===== config.mk =====
export PLATFORM = sky130hd
export DESIGN_NAME = seq_det_scheduler
export DESIGN_NICKNAME = d
export VERILOG_FILES = /design/src/rtl/seq_det_scheduler.sv
export SDC_FILE = /design/constraint.sdc
export NUM_CORES = 1
export LEC_CHECK = 0
export ABC_AREA = 1
export CORE_MARGIN = 3
export CORE_UTILIZATION = 53
export DETAILED_ROUTE_END_ITERATION = 12
export PLACE_DENSITY = 0.84
export SLEW_MARGIN = 25
export SYNTH_ARGS = -nofsm -noshare
export SYNTH_HDL_FRONTEND = slang
export SYNTH_HIERARCHICAL = 1
export SYNTH_SLANG_ARGS = --single-unit

===== constraint.sdc =====
create_clock -name clk -period 4.05 [get_ports clk]
set_input_delay 0.405 -clock clk [delete_from_list [all_inputs] [get_ports clk]]
set_output_delay 0.405 -clock clk [all_outputs]
set_load 0.01 [all_outputs]

===== src/rtl/seq_det_scheduler.sv =====
// One PLEN-bit pattern detector shared round-robin across NCH serial channels.
// Each channel keeps its own history and count context, which is restored whenever that channel is granted.
module seq_det_ctx #(
  parameter int              PLEN    = 3,
  parameter logic [PLEN-1:0] PATTERN = 3'b101,
  parameter bit              OVERLAP = 1'b0
) (
  input  logic clk,
  input  logic reset,
  input  logic clear,
  input  logic load,
  input  logic bit_in,
  output logic hit
);
  localparam int CW = $clog2(PLEN + 1);

  logic [PLEN-1:0] hist, nh;
  logic [CW-1:0]   cnt;
  logic            full;

  assign nh   = {hist[PLEN-2:0], bit_in};
  assign full = ({1'b0, cnt} + (CW+1)'(1)) >= (CW+1)'(PLEN);
  assign hit  = load && full && (nh == PATTERN);

  always_ff @(posedge clk) begin
    if (reset || clear) begin
      hist <= '0;
      cnt  <= '0;
    end else if (load) begin
      if (hit) begin
        hist <= OVERLAP ? nh : '0;
        cnt  <= OVERLAP ? CW'(PLEN) : '0;
      end else begin
        hist <= nh;
        cnt  <= (cnt == CW'(PLEN)) ? cnt : cnt + CW'(1);
      end
    end
  end
endmodule

module seq_det_scheduler #(
  parameter int              NCH     = 4,
  parameter int              PLEN    = 3,
  parameter logic [PLEN-1:0] PATTERN = 3'b101,
  parameter bit              OVERLAP = 1'b0
) (
  input  logic                   clk,
  input  logic                   reset,
  input  logic                   enable,
  input  logic [NCH-1:0]         in_valid,
  input  logic [NCH-1:0]         in_bit,
  output logic [NCH-1:0]         in_ready,
  input  logic [NCH-1:0]         ch_clear,
  output logic                   match_valid,
  output logic [$clog2(NCH)-1:0] match_ch,
  output logic [15:0]            match_total
);
  localparam int IW = $clog2(NCH);

  logic [NCH-1:0]   elig, rot, hit;
  logic [2*NCH-1:0] dbl;
  logic [IW-1:0]    rr_ptr, off, gnt;
  logic [IW:0]      sum;
  logic             found, go, match;

  // A cleared channel is excluded from arbitration, so its pending bit stays at the source.
  assign elig = in_valid & ~ch_clear;
  assign dbl  = {elig, elig} >> rr_ptr;
  assign rot  = dbl[NCH-1:0];

  always_comb begin
    off   = '0;
    found = 1'b0;
    for (int k = NCH - 1; k >= 0; k--) begin
      if (rot[k]) begin
        off   = IW'(k);
        found = 1'b1;
      end
    end
  end

  assign sum      = {1'b0, rr_ptr} + {1'b0, off};
  assign gnt      = (sum >= (IW+1)'(NCH)) ? IW'(sum - (IW+1)'(NCH)) : IW'(sum);
  assign go       = found & enable & ~reset;
  assign in_ready = go ? (NCH'(1) << gnt) : '0;

  for (genvar i = 0; i < NCH; i++) begin : g_ch
    seq_det_ctx #(
      .PLEN    (PLEN),
      .PATTERN (PATTERN),
      .OVERLAP (OVERLAP)
    ) u_ctx (
      .clk    (clk),
      .reset  (reset),
      .clear  (ch_clear[i]),
      .load   (in_ready[i]),
      .bit_in (in_bit[i]),
      .hit    (hit[i])
    );
  end

  assign match = |hit;

  always_ff @(posedge clk) begin
    if (reset) begin
      rr_ptr      <= '0;
      match_valid <= 1'b0;
      match_ch    <= '0;
      match_total <= '0;
    end else begin
      match_valid <= match;
      if (go)
        rr_ptr <= (gnt == IW'(NCH - 1)) ? '0 : gnt + IW'(1);
      if (match) begin
        match_ch <= gnt;
        if (match_total != 16'hFFFF)
          match_total <= match_total + 16'd1;
      end
    end
  end
endmodule


==> impl_metrics.tcl <==
set metrics [dict create \
    drt_iter0_markers 123 \
    setup_viol 0 \
    worst_pin_slew_ns 0.453 \
    rows 23 \
    ir_worst_vdd_v 0.000184 \
    netlist_instances 336 \
    worst-setup-path-type "input port to flip-flop" \
    cts_resized 0 \
    area_growth_pct 23.9 \
    cts-htree-levels 2 \
    io_pins 38 \
    relSlewSlack_pct 69.4 \
    p_per_area_mw_per_mm2 378 \
    path_common_cell "nand2_1" \
    end_kind "flip-flop" \
    drc 0 \
    nets 404 \
    post-dp-hpwl_um 3780 \
    critPathRequiredTime_ns 4.24 \
    drive_gt1_share_pct 15.0 \
    pre_cts_ws_ns 0.223 \
    synth_edf_count 0 \
    die_w_um 71.4 \
    yosysTopAreaCellShare_pct 32.7 \
    post_drt_wl_per_cell_um 11.7 \
    min_period_ns 3.53 \
    coreArea_mm2 0.00406 \
    antenna_left 0 \
    cts_buffer_depth 2 \
    root_buffer "clkbuf_8" \
    hold_class "flip-flop to flip-flop" \
    p_switching_uw 370 \
    clkPwrFrac_pct 29.9 \
    fin_ws_ns 0.521 \
    fmax_mhz 283 \
    path_cells "clkdlybuf4s50_1 -> inv_1 -> nand3_1 -> nand3_1 -> nand2_1 -> nand3_1 -> a21boi_0 -> ha_1 -> xor2_1 -> nand2_1 -> nand2_1 -> nand2_1 -> nor2_1 -> nand2_1 -> inv_2 -> nand3_2 -> inv_1 -> nor4_2 -> inv_1 -> nand2_4 -> nor2_2 -> nand2_1 -> o21ai_0 -> nor2_1" \
    path_buf_inv 5 \
    crit_family "simple AND/OR/NAND/NOR gates" \
    p_leak_uw 0.00117 \
    cp-startpoint "ch_clear[0]" \
    power_frac_comb_pct 32.3 \
    slew_viol_final 0 \
    p_int_uw 692 \
    path_depth 24 \
    antenna_found_initial 0 \
    insertedDiodeCount 0 \
    critical_path.slowest_cell "clkdlybuf4s50_1" \
    postCtsHoldBufs 0 \
    maxCapViolations 0 \
    port_buffers 37 \
    postCtsSetupBuffers 0 \
    gp_congestion 0.850 \
    layout_common_cells "89 x nand2_1, 58 x inv_1, 37 x dfxtp_1, 37 x clkdlybuf4s50_1, 27 x nand3_1" \
    ys_ff_latch 37 \
    fp.dieH_um 71.4 \
    critPathMaxFanout 17 \
    min_period_over_period_pct 87.1 \
    synth_area_mm2 0.00227 \
    grt_pass1_vias 2138 \
    seqPwrFrac_pct 37.8 \
    firstDrtPassIters 4 \
    via_per_inst 5.09 \
    synth_largest_area_cell "dfxtp_1" \
    grt.total_usage_pct 21.1 \
    final.setup.tns_ns 0 \
    synthArstFlopShare_pct 0 \
    ys.flop_type "dfxtp_1" \
    yosysWarnings 6 \
    cts_sinks 37 \
    cts_tree "yes" \
    holdPathStages 2 \
    wl_um 5030 \
    gr-total-overflow 0 \
    crit-reg2reg-launch "rr_ptr[0]" \
    dieArea_mm2 0.00510 \
    holdCritStartpoint "g_ch[0].u_ctx/hist[1]" \
    ys_top_cells_by_area "dfxtp_1 33%, nand2_1 15%, inv_1 9.6%, nand3_1 6.0%, ha_1 5.5%" \
    vias 2188 \
    reg2reg_depth 23 \
    ys_types 33 \
    swShare_pct 34.8 \
    start_util_pct 55.9 \
    cp-start-kind "input port" \
    grt_max_degree 18 \
    mostFrequentLayoutCell "nand2_1" \
    clk_latency_ns 0.29 \
    hold_violations 0 \
    syn_area_per_cell_um2 6.75 \
    cts_buffers 5 \
    cts.clk_slew.worst_paths_ns 0.07 \
    grt_pass1_wl_um 8780 \
    synth_seq_area_share_pct 32.7 \
    critPathMaxStageDelay_ns 0.51 \
    cp.arrival_ns 3.72 \
    status "complete, no violations" \
    rsz0062_at_grt "no" \
    skew_ns 0.00405 \
    synth_nets 361 \
]
==> cells in the mapped netlist, types with 2 or more instances <==
library cell,n
nand2_1,89
inv_1,58
dfxtp_1,37
nand3_1,27
nor2_1,20
a21oi_1,13
nor2_2,12
ha_1,10
a21oi_2,8
inv_2,8
o21ai_0,8
nand2_2,5
o21ai_1,5
xor2_1,5
nand3_2,4
o21ai_2,4
xnor2_1,4
nand4_1,2
nor3_1,2
nor4_1,2
==> logic make-up after synthesis <==
family          synth area share [%]
compound gates                  11.4
xor+xnor                        3.48
buf+inv                         12.3
flops                           32.7
fa+ha+maj                       5.52
simple gates                    34.7
==> registers in the layout, indices dropped and copies added, names as in the netlist <==
signal / count
match_valid: 1
g_ch.u_ctx/hist: 8
match_ch: 2
match_total: 16
rr_ptr: 2
g_ch.u_ctx/cnt: 8
==> per-layer routing <==
layer	vias up	wire [um]	track usage, %
li1	1127	-	-
met1	994	2270	25.7
met2	58	2380	35.7
met3	9	257	4.77
met4	0	116	8.98
met5	-	0	0
==> path summary, 6_finish.rpt <==
kind	slack [ns]	end
setup / recovery	0.52	match_total[14]
hold / removal	0.45	g_ch[0].u_ctx/hist[1]
setup reg to reg	0.59	match_total[14]
hold reg to reg	0.45	g_ch[0].u_ctx/hist[1]
==> worst register-to-register path, stage by stage (launching register included) <==
cell      delay (ns)
dfxtp_1         0.48
inv_1           0.14
nand3_1         0.11
nand3_1         0.08
nand2_1         0.09
nand3_1         0.07
a21boi_0        0.18
ha_1            0.19
xor2_1          0.21
nand2_1         0.10
nand2_1         0.13
nand2_1         0.09
nor2_1          0.28
nand2_1         0.11
inv_2           0.08
nand3_2         0.09
inv_1           0.11
nor4_2          0.06
inv_1           0.14
nand2_4         0.16
nor2_2          0.17
nand2_1         0.08
o21ai_0         0.16
nor2_1          0.05
==> through the flow <==
stage | instances | total power [uW] | area, um2 | utilization [%] | hold WS [ns]
6_report | 430 | 1060 | 2810 | 69.2 | 0.452
3_3_place_gp | 422 | 735 | 2690 | 66.3 | 0.440
3_5_place_dp | 422 | 744 | 2690 | 66.3 | 0.445
2_1_floorplan | 336 | 646 | 2270 | - | 0.430
5_1_grt | 430 | 1130 | 2810 | 69.2 | 0.486
4_1_cts | 430 | 1070 | 2800 | 69.1 | 0.457
==> power by group through the flow <==
stage | Combinational, uW | Clock (uW) | Sequential (uW)
floorplan | 247 | 0 | 399
global placement | 327 | 0 | 408
detailed placement | 335 | 0 | 409
CTS | 341 | 328 | 400
global route | 391 | 340 | 404
finish | 343 | 317 | 402
==> layout make-up <==
class | count | area, um2
multi-input combinational | 229 | 1250
fill | 357 | 1250
sequential | 37 | 741
timing repair buffer | 39 | 385
inverter | 67 | 254
clock buffer | 6 | 72.6
tap | 50 | 62.6
clock inverter | 2 | 38.8
Note: power is estimated with default switching activity, not from simulation.
